**src/rtl/otter_intr_pkg.sv**
```systemverilog
// otter_intr_pkg: shared types and helpers for the OTTER interrupt controller.
//   intr_state_t   - controller state (IDLE / REQ / SERVICE)
//   intr_sel_t     - result of the fixed-priority selector
//   intr_prio_sel  - lowest set bit of a 32-bit vector, with valid flag
package otter_intr_pkg;

   localparam int INTR_N_SRC_DEFAULT = 8;

   typedef enum logic [1:0] {
      IDLE    = 2'd0,
      REQ     = 2'd1,
      SERVICE = 2'd2
   } intr_state_t;

   typedef struct packed {
      logic       valid;
      logic [4:0] idx;
   } intr_sel_t;

   // Scan from the top so the last hit (lowest index) wins.
   function automatic intr_sel_t intr_prio_sel(input logic [31:0] v);
      intr_sel_t s;
      s.valid = 1'b0;
      s.idx   = 5'd0;
      for (int i = 31; i >= 0; i--) begin
         if (v[i]) begin
            s.valid = 1'b1;
            s.idx   = 5'(i);
         end
      end
      return s;
   endfunction

endpackage

```
**src/rtl/otter_sync_edge.sv**
```systemverilog
// otter_sync_edge: one-bit multi-flop synchronizer followed by a rising-edge
// detector.
//   clk_i   - clock
//   rst_ni  - async active-low reset
//   d_i     - asynchronous level input
//   rise_o  - one-cycle pulse when the synchronized level goes 0 -> 1
module otter_sync_edge
   import otter_intr_pkg::*;
#(
   parameter int SYNC_STAGES = 2
) (
   input  logic clk_i,
   input  logic rst_ni,
   input  logic d_i,
   output logic rise_o
);

   logic [SYNC_STAGES-1:0] sync_q;
   logic                   prev_q;

   always_ff @(posedge clk_i or negedge rst_ni) begin
      if (!rst_ni) begin
         sync_q <= '0;
         prev_q <= 1'b0;
      end else begin
         sync_q <= {sync_q[SYNC_STAGES-2:0], d_i};
         prev_q <= sync_q[SYNC_STAGES-1];
      end
   end

   // Combinational so pending lands on edge SYNC_STAGES.
   assign rise_o = sync_q[SYNC_STAGES-1] & ~prev_q;

endmodule

```
**src/rtl/otter_intr_ctrl.sv**
```systemverilog
// otter_intr_ctrl: interrupt controller for the OTTER control unit.
//   CLK, RST_N   - clock, async active-low reset
//   irq_in       - asynchronous peripheral interrupt lines (rising edge = request)
//   mie          - global interrupt enable (mstatus.MIE)
//   mask_we/wdata- enable-mask write port
//   int_taken    - CPU entered its interrupt state
//   mret_exec    - CPU executed MRET
//   INTR         - registered request to the CPU
//   irq_id       - selected source in REQ, latched source otherwise
//   pending      - raw pending bits
//   mask         - current enable mask
//   in_service   - taken interrupt not yet retired
module otter_intr_ctrl
   import otter_intr_pkg::*;
#(
   parameter int N_SRC       = INTR_N_SRC_DEFAULT,
   parameter int SYNC_STAGES = 2
) (
   input  logic                                       CLK,
   input  logic                                       RST_N,
   input  logic [N_SRC-1:0]                           irq_in,
   input  logic                                       mie,
   input  logic                                       mask_we,
   input  logic [N_SRC-1:0]                           mask_wdata,
   input  logic                                       int_taken,
   input  logic                                       mret_exec,
   output logic                                       INTR,
   output logic [((N_SRC > 1) ? $clog2(N_SRC) : 1)-1:0] irq_id,
   output logic [N_SRC-1:0]                           pending,
   output logic [N_SRC-1:0]                           mask,
   output logic                                       in_service
);

   localparam int IDW = (N_SRC > 1) ? $clog2(N_SRC) : 1;

   intr_state_t      state_q;
   logic             intr_q;
   logic             in_service_q;
   logic [IDW-1:0]   id_q;
   logic [N_SRC-1:0] pending_q, pending_d;
   logic [N_SRC-1:0] mask_q;
   logic [N_SRC-1:0] rise;
   logic [N_SRC-1:0] clr;
   logic [N_SRC-1:0] elig;
   intr_sel_t        sel;
   logic [IDW-1:0]   sel_idx;
   logic             take;
   logic             sel_unused;

   for (genvar g = 0; g < N_SRC; g++) begin : g_src
      otter_sync_edge #(.SYNC_STAGES(SYNC_STAGES)) u_sync (
         .clk_i  (CLK),
         .rst_ni (RST_N),
         .d_i    (irq_in[g]),
         .rise_o (rise[g])
      );
   end

   assign elig       = pending_q & mask_q;
   assign sel        = intr_prio_sel(32'(elig));
   assign sel_idx    = sel.idx[IDW-1:0];
   assign sel_unused = ^sel.idx;
   assign take       = (state_q == REQ) && int_taken;

   // A new edge in the same cycle as the clear keeps the bit set.
   always_comb begin
      clr = '0;
      if (take && sel.valid) clr[sel_idx] = 1'b1;
      pending_d = (pending_q & ~clr) | rise;
   end

   always_ff @(posedge CLK or negedge RST_N) begin
      if (!RST_N) begin
         pending_q <= '0;
         mask_q    <= '0;
      end else begin
         pending_q <= pending_d;
         if (mask_we) mask_q <= mask_wdata;
      end
   end

   always_ff @(posedge CLK or negedge RST_N) begin
      if (!RST_N) begin
         state_q      <= IDLE;
         intr_q       <= 1'b0;
         in_service_q <= 1'b0;
         id_q         <= '0;
      end else begin
         unique case (state_q)
            IDLE: begin
               if (mie && sel.valid) begin
                  state_q <= REQ;
                  intr_q  <= 1'b1;
               end
            end
            REQ: begin
               // int_taken has priority over withdrawal.
               if (int_taken) begin
                  state_q      <= SERVICE;
                  intr_q       <= 1'b0;
                  in_service_q <= 1'b1;
                  id_q         <= sel_idx;
               end else if (!mie || !sel.valid) begin
                  state_q <= IDLE;
                  intr_q  <= 1'b0;
               end
            end
            SERVICE: begin
               // Returning through IDLE guarantees one idle cycle after MRET.
               if (mret_exec) begin
                  state_q      <= IDLE;
                  in_service_q <= 1'b0;
               end
            end
            default: begin
               state_q <= IDLE;
               intr_q  <= 1'b0;
            end
         endcase
      end
   end

   assign INTR       = intr_q;
   assign irq_id     = (state_q == REQ) ? sel_idx : id_q;
   assign pending    = pending_q;
   assign mask       = mask_q;
   assign in_service = in_service_q;

endmodule
```
**config.mk**
```make
export PLATFORM = sky130hd
export DESIGN_NAME = otter_intr_ctrl
export DESIGN_NICKNAME = d
export VERILOG_FILES = /design/src/rtl/otter_intr_pkg.sv /design/src/rtl/otter_sync_edge.sv /design/src/rtl/otter_intr_ctrl.sv
export SDC_FILE = /design/constraint.sdc
export NUM_CORES = 1
export LEC_CHECK = 0
export ABC_AREA = 1
export CORE_ASPECT_RATIO = 1.4
export CORE_MARGIN = 2
export CORE_UTILIZATION = 40
export CTS_CLUSTER_DIAMETER = 60
export DETAILED_ROUTE_END_ITERATION = 7
export MAX_ROUTING_LAYER = met4
export PLACE_DENSITY = 0.67
export SYNTH_ARGS = -nofsm -noshare
export SYNTH_HDL_FRONTEND = slang
export SYNTH_HIERARCHICAL = 1
export SYNTH_SLANG_ARGS = --single-unit
```
**constraint.sdc**
```tcl
create_clock -name CLK -period 1.85 [get_ports CLK]
set_input_delay 0.37 -clock CLK [delete_from_list [all_inputs] [get_ports CLK]]
set_output_delay 0.37 -clock CLK [all_outputs]
set_load 0.005 [all_outputs]
```
* Word level (Yosys, flattened, before mapping) *
Index checks and enable logic that the tools add are counted.

word-level totals
  input port bits = 22
  word-level logic and storage cells = 88
  output and inout bits = 21
  bits in registers = 47

cells by class
  reduce and logical (&&, ||, !) cells = 13
  muxes and demuxes = 24
  order comparisons = 2
  bitwise operators = 21
  equality and inequality tests = 6

operator list
  kind                  number
  $mux W6               8
  $and A8 B8 Y8         2
  $not A1 Y1            9
  $reduce_and A3 Y1     3
  $and A1 B1 Y1         8
  $mux W2               4
  $mux W8               1
  $not A8 Y8            1
  $or A8 B8 Y8          1
  $mux W1               6
  $ne A2 B2 Y1 const B  3
  $pmux W2 S3           1
  $logic_and A1 B1 Y1   4
  $lt A3 B4 Y1 const B  1
  $demux W1 S3          1
  $ge A3 B1 Y1 const B  1
  $mux W3               1
  $ne A3 B2 Y1 const B  1
  $pmux W1 S3           1
  $eq A2 B1 Y1 const B  1
  $eq A2 B2 Y1 const B  1
  $logic_not A1 Y1      2
  $logic_not A2 Y1      1
  $pmux W1 S2           1
  other kinds (3)       3

* Logic depth before layout (Yosys ltp) *
Gate-level depths: netlist of run 1.

  depth after elaboration = 17
  gate-level depth with buffers = 12
  gate-level depth less buffers = 12

* By module *
Netlist of run 1, hierarchy kept.

by module, submodules not included
  module           area each (um2)  sequential area each (um2)  instances  cells an instance
  otter_intr_ctrl  1126.1           575.6                       1          135
  otter_sync_edge  85.1             75.1                        8          5

* Worst setup path after synthesis of run 1 *
OpenSTA, ideal clock, no wires.

  kind = reg-to-output
  start point = register pending_q[6] (netlist: pending[6])
  end point = output port irq_id[0] (netlist bit)
  required time = 1.480 ns
  path slack = 0.405 ns
  cell stages (with the launch flop) = 10
  path buffers = 0
  arrival time = 1.075 ns
  path through = dfrtp_1 -> nand2_1 -> nand2_1 -> nand2_1 -> nand2_1 -> nand2_1 -> nand2_1 -> nand2_2 -> nand2_1 -> o21ai_0

on the way
  longest elaborated chain between the ends = 9

ends and longest elaborated chain
  item                    line                    text
  start, declared         otter_intr_ctrl.sv:40   logic [N_SRC-1:0] pending_q, pending_d;
  start signal, assigned  otter_intr_ctrl.sv:77   pending_q <= pending_d;
  $and A8 B8 Y8           otter_intr_ctrl.sv:59   assign elig = pending_q & mask_q;
  $mux W6 (7 in series)   otter_intr_pkg.sv:26    if (v[i]) begin
  $mux W3                 otter_intr_ctrl.sv:124  assign irq_id = (state_q == REQ) ? sel_idx : id_q;
  end, declared           otter_intr_ctrl.sv:28   output logic [((N_SRC > 1) ? $clog2(N_SRC) : 1)-1:0] irq_id,

Every way passes these cells.

* Final worst setup path of run 1 *
  start point = register pending_q[3] (netlist: pending[3])
  end point = output port irq_id[2] (netlist bit)

on the way
  longest elaborated chain between the ends = 6

ends and longest elaborated chain
  item                   line
  $and A8 B8 Y8          otter_intr_ctrl.sv:59
  $mux W6 (4 in series)  otter_intr_pkg.sv:26
  $mux W3                otter_intr_ctrl.sv:124

Every way passes these cells.

==> results.ini, run 1 <==
[outcome]
status = finished, final reports clean

[drt]
wl_microns = 3520
num_vias = 1365
drc = 0
detail_route.wl_per_cell_microns = 11.2
final_antenna_net_count = 0
vias_per_cell = 4.32
firstDrtPassIters = 4
drt_iter0_drc = 22

[cells_and_area]
layout_commonest_cell = nand2_1
instances_no_fill = 316
n_antenna_cell = 0
drive_gt1_frac = 0.324
area_growth_pct = 47.3
nets = 278
mostFrequentLayoutCells = nand2_1, dfrtp_1, clkdlybuf4s50_1, buf_4, inv_1
fillCellCount = 379

[clocking]
tritoncts = done
cts_buffers = 5
worstSkewPairLatency_ns = 0.30
cts.clk_slew.worst_paths_ns = 0.08
htreeDepth = 2
cts_root_buffer = clkbuf_8
cts.path.max_buffers = 2
cts_sinks = 47

[timing]
fmax_ghz = 0.549
rsz0062_at_grt = true
holdWs_ns = 0.352
tns_ns = 0
hold_violations = 0
max_slew.worst_pin.slew_ns = 0.414
slew_headroom = 0.724
setup_slack_ns = 0.0272
drv_slew = 0
skew_ns = 0.00219
period_share = 0.985
setup_viol = 0
post-route-min-period_ns = 1.82

[grt]
grt_usage = 0.156
antenna_found_initial = 0
grt_pass1_vias = 1318
grt_pass1_wl_microns = 5700
grt_max_degree = 18
gr-total-overflow = 0

[critical_path]
worst-path-max-fanout = 2
critPathKind = flip-flop to primary output
required_ns = 1.48
start_kind = flip-flop
critPathCaptureType = primary output
cp_data_arrival_time_ns = 1.45
max_stage_delay_ns = 0.41
crit_chain = nand2_1, nand2_1, inv_2, nand2_1, nor2_2, nand2_1, o21ai_0, clkdlybuf4s15_2
cp_common_cell = nand2_1
cp_slowest_cell = dfrtp_1

[placement]
post-place-ws_ns = -0.0231
dpl.hpwl_microns = 2700
placed_cells = 305
gp_congestion = 0.841
io_buffer_count = 42

[die]
start_util = 0.423
rows = 28
die_x_microns = 60.8
die_area_sq_mm = 0.00508
die_height_microns = 83.5
core-area_sq_mm = 0.00427
io-pin-count = 43

[pwr]
switching_share = 0.255
power.density_mw_per_mm2 = 923
p_comb_frac = 0.227
p_switching_uw = 628
pwr-share-clk = 0.295
p_seq_frac = 0.477
power.internal_uw = 1830
p_leak_uw = 0.00129
finalPower_uw = 2460
vdd_ir_drop_max_v = 0.000724

[yosys]
syn_inst = 175
syn_area_per_cell_sq_um = 10.3
syn-num-nets = 197
synth_seq_cells = 47
synth_area_sq_mm = 0.00181
yosys.cell_types.count = 20
yosysWarnings = 6
ys_seq_area_frac = 0.651

[flow_run]
cap_viol_max_count = 0

[min_path]
hold_path_class = flip-flop to flip-flop

path summary, 6_finish.rpt:
| check | start | endpoint | slack, ns | depth (start not counted) |
|---|---|---|---|---|
| worst max-delay path | pending[3] | irq_id[2] | 0.03 | 8 |
| worst min-delay path | g_src[5].u_sync/sync_q[0] | g_src[5].u_sync/sync_q[1] | 0.35 | 0 |
| worst max register to register | pending[3] | INTR | 0.42 | 9 |
| worst min register to register | g_src[5].u_sync/sync_q[0] | g_src[5].u_sync/sync_q[1] | 0.35 | 0 |
| max in group asynchronous | RST_N | g_src[1].u_sync/prev_q | 0.76 | 3 |
| min in group asynchronous | RST_N | state_q[0] | 0.53 | 2 |
synth_stat cells (all sizes together):
| master | instances | area [sq um] |
|---|---|---|
| clkbuf | 1 | 3.75 |
| nand3 | 6 | 35.0 |
| a211oi | 1 | 7.51 |
| nand2 | 61 | 249 |
| o21ai | 7 | 35.0 |
| inv | 25 | 93.8 |
| nand4 | 1 | 6.26 |
| nor3 | 2 | 15.0 |
| mux2 | 8 | 90.1 |
| nor2 | 14 | 77.6 |
| dfrtp | 47 | 1180 |
| a21oi | 1 | 8.76 |
| clkinv | 1 | 8.76 |
cell type report:
type                            instances  area [sq um]  area share
Clock buffer                            5          68.8      0.0259
Timing Repair Buffer                   75           657       0.247
Sequential cell                        47          1180       0.442
Clock inverter                          2          37.5      0.0141
Inverter                               26           103      0.0386
Tap cell                               60          75.1      0.0282
Multi-Input combinational cell        101           544       0.205
stage by stage:
step,util,instance area (sq um)
final,0.623,2660
after global routing,0.623,2660
after detailed placement,0.588,2510
after global placement,0.588,2510
after CTS,0.619,2650
after floorplan,-,1810
power by group through the flow:
stage / clock [uW] / sequential, uW / combinational (uW)
3_3_place_gp: 0 / 1190 / 549
5_1_grt: 791 / 1180 / 619
4_1_cts: 750 / 1170 / 558
3_5_place_dp: 0 / 1190 / 556
6_report: 725 / 1170 / 559
2_1_floorplan: 0 / 1190 / 200
flip-flops by register name, summed over array words and instances, names as in the netlist:
name,cells
mask,8
state_q,2
g_src.u_sync/prev_q,8
in_service,1
pending,8
INTR,1
g_src.u_sync/sync_q,16
id_q,3
kinds of logic after synthesis:
family / Yosys count / synth area share
flops: 47 / 0.651
compound gates: 9 / 0.0284
simple gates: 84 / 0.212
mux: 8 / 0.0499
buf+inv: 27 / 0.0589
per-layer routing:
layer  vias up  wire length (microns)  share of wire  global-route usage
li1        697                      -              -                   -
met1       623                   1410           0.40               0.180
met2        35                   1880           0.53               0.254
met3        10                    167          0.047              0.0434
met4         0                     67          0.019              0.0534
met5         -                      0              0                   -
worst max-delay path, delay by kind of cell (launching register included):
family | cells | cell delay, ns
AND/OR/NAND/NOR | 5 | 0.40
AO/OA/AOI/OAI | 1 | 0.06
buffers and inverters | 2 | 0.29
flip-flops | 1 | 0.41
repair_timing:
item | CTS | global route
pin swaps | 4 | 5
hold buffers | 1 | 0
endpoints found under the hold margin | 15 | 0
gates cloned | 0 | 0
setup buffers | 2 | 1
setup endpoints to repair | 3 | 3
resized for setup | 13 | 10
No activity file was read; power rests on OpenSTA's default activity.
==> run 2, diff against run 1 <==
--- a/config.mk
+++ b/config.mk
@@ -8,11 +8,11 @@
 export ABC_AREA = 1
 export CORE_ASPECT_RATIO = 1.4
 export CORE_MARGIN = 2
-export CORE_UTILIZATION = 40
+export CORE_UTILIZATION = 52
 export CTS_CLUSTER_DIAMETER = 60
 export DETAILED_ROUTE_END_ITERATION = 7
 export MAX_ROUTING_LAYER = met4
-export PLACE_DENSITY = 0.67
+export PLACE_DENSITY = 0.83
 export SYNTH_ARGS = -nofsm -noshare
 export SYNTH_HDL_FRONTEND = slang
 export SYNTH_HIERARCHICAL = 1
==> results.ini, run 2 (synthesized netlist as in run 1, its figures left out) <==
[outcome]
status = finished, final reports clean  ; unchanged

[drt]
wl_microns = 3560  ; was 3520 microns
detail_route.wl_per_cell_microns = 12.1  ; was 11.2 microns
route.met2.wl_microns = 1910  ; was 1880 microns
vias_per_cell = 4.71  ; was 4.32
dr_wl_met3_microns = 126  ; was 167 microns
wl_met1_microns = 1460  ; was 1410 microns
firstDrtPassIters = 4  ; unchanged
drc = 0  ; unchanged
drt_iter0_drc = 38  ; was 22
final_antenna_net_count = 0  ; unchanged
num_vias = 1379  ; was 1365
top_layer_used = met4  ; unchanged

[critical_path]
rrSetupSlack_ns = 0.39  ; was 0.42 ns
critPathBufInv = 1  ; was 2
critPathCaptureType = primary output  ; unchanged
cp_slowest_cell = dfrtp_1  ; unchanged
worst-path-max-fanout = 2  ; unchanged
required_ns = 1.48  ; about the same
critPathKind = flip-flop to primary output  ; unchanged
reg2reg_depth = 9  ; unchanged
cp_data_arrival_time_ns = 1.41  ; was 1.45 ns
crit_chain = nand2_1, nand2_1, nand2_1, nand2_1, nand2_1, nand2_1, nand2_2, nand2_2, o21ai_1, buf_2  ; was nand2_1, nand2_1, inv_2, nand2_1, nor2_2, nand2_1, o21ai_0, clkdlybuf4s15_2
r2r-end = INTR  ; unchanged
critical-path-top-delay-family = simple AND/OR/NAND/NOR gates  ; was flip-flops
start_kind = flip-flop  ; unchanged
cp_common_cell = nand2_1  ; unchanged
timing.rr.start = mask[2]  ; was pending[3]
max_stage_delay_ns = 0.39  ; was 0.41 ns

[placement]
dpl.hpwl_microns = 2600  ; was 2700 microns
io_buffer_count = 42  ; unchanged
gp_congestion = 0.861  ; was 0.841
place_area_sq_mm = 0.00243  ; was 0.00251 sq mm

[clocking]
htreeDepth = 2  ; unchanged
cts_sinks = 47  ; unchanged
cts_root_buffer = clkbuf_8  ; unchanged
tritoncts = done  ; unchanged
cts_hold_buf = 0  ; was 1
cts_buffers = 5  ; unchanged
cts.clk_slew.worst_paths_ns = 0.08  ; about the same
worstSkewPairLatency_ns = 0.30  ; about the same
cts.path.max_buffers = 2  ; unchanged

[timing]
setup_viol = 0  ; unchanged
period_share = 0.965  ; was 0.985
max_slew.worst_pin.slew_ns = 0.575  ; was 0.414 ns
hold_violations = 0  ; unchanged
fmax_ghz = 0.560  ; was 0.549 GHz
drv_slew = 0  ; unchanged
post-route-min-period_ns = 1.78  ; was 1.82 ns
slew_headroom = 0.617  ; was 0.724
holdWs_ns = 0.149  ; was 0.352 ns
rsz0062_at_grt = true  ; unchanged
skew_ns = 0.00786  ; was 0.00219 ns

[cells_and_area]
largest_reg_flops = 16  ; unchanged
mostFrequentLayoutCells = dfrtp_1, nand2_1, clkdlybuf4s50_1, buf_4, inv_1  ; was nand2_1, dfrtp_1, clkdlybuf4s50_1, buf_4, inv_1
n_antenna_cell = 0  ; unchanged
regMostFlops = g_src.u_sync/sync_q  ; unchanged
nets = 274  ; was 278
final_area_sq_mm = 0.00258  ; was 0.00266 sq mm
fin_util = 0.771  ; was 0.623
area_growth_pct = 42.9  ; was 47.3%
drive_gt1_frac = 0.320  ; was 0.324

[grt]
grt_pass1_vias = 1369  ; was 1318
grt_usage = 0.214  ; was 0.156
gr-total-overflow = 0  ; unchanged
grt_pass1_wl_microns = 5800  ; was 5700 microns
grt_max_degree = 48  ; was 18
antenna_found_initial = 0  ; unchanged

[die]
die_height_microns = 73.7  ; was 83.5 microns
core-area_sq_mm = 0.00335  ; was 0.00427 sq mm
start_util = 0.540  ; was 0.423
die_x_microns = 53.8  ; was 60.8 microns
rows = 25  ; was 28
die_area_sq_mm = 0.00397  ; was 0.00508 sq mm
io-pin-count = 43  ; unchanged

[pwr]
vdd_ir_drop_max_v = 0.000756  ; was 0.000724 V
p_leak_uw = 0.00126  ; was 0.00129 uW
power.density_mw_per_mm2 = 895  ; was 923 mW/mm^2

[min_path]
hold_path_class = input pin to asynchronous set/reset pin  ; was flip-flop to flip-flop

[flow_run]
cap_viol_max_count = 0  ; unchanged

## run 2: changes by cell type in the layout (fill, tap and decap cells not counted), sizes merged
cell | before | now
buf | 35 | 33
bufinv | 1 | 0
clkbuf | 5 | 6
clkdlybuf4s15 | 1 | 0
clkinv | 1 | 2
dlygate4sd3 | 1 | 0
## run 2: metal layers
layer / track usage / up-vias
li1: - / 689
met3: 0.0427 / 6
met4: 0.103 / 0
met2: 0.351 / 36
met5: - / -
met1: 0.245 / 648
## run 2: area by class of cell
type                       instances  area [sq um]
timing repair buffer              71           618
tap                               40          50.0
clock buffer                       6          72.6
clock inverter                     2          12.5
inverter                          26           103
sequential                        47          1180
fill                             224           766
multi-input combinational        101           549
## run 2: worst max-delay path by stage
stage / start / endpoint / cells past startpoint
finish: pending[6] / irq_id[0] / 10
floorplan: pending[6] / irq_id[0] / 9
global placement: mask[7] / irq_id[0] / 11
detailed placement: mask[7] / irq_id[0] / 11
global route: mask[7] / irq_id[0] / 11
CTS: pending[2] / irq_id[2] / 8
## run 2: report_power, final
part	switching, uW	leakage (uW)	internal [uW]
clock	324	0.0000412	264
combinational	246	0.000685	299
sequential	56.5	0.000534	1120
total	627	0.00126	1680
## run 2: repair_timing
action                     CTS  global route
gates cloned                 0             0
setup buffers                3             4
setup endpoints to repair    3             3
pin swaps                    3             5
hold endpoints to repair     0             0
resized for setup           15             9
## run 2: stage by stage
stage          cells  total power [uW]  setup TNS [ns]  worst slack (ns)
2_1_floorplan    175              1390               0             0.405
3_3_place_gp     278              1700               0            0.0166
3_5_place_dp     278              1720         -0.0559           -0.0559
4_1_cts          289              2310               0           0.00233
5_1_grt          293              2450         -0.0730           -0.0730
6_report         293              2310               0            0.0654
## run 2: worst reg2reg max path: cells and delay by family (launching register included)
family                 cells  cell delay (ns)
flip-flops                 1             0.40
buffers and inverters      1             0.13
AND/OR/NAND/NOR            7             0.65
AO/OA/AOI/OAI              1             0.15
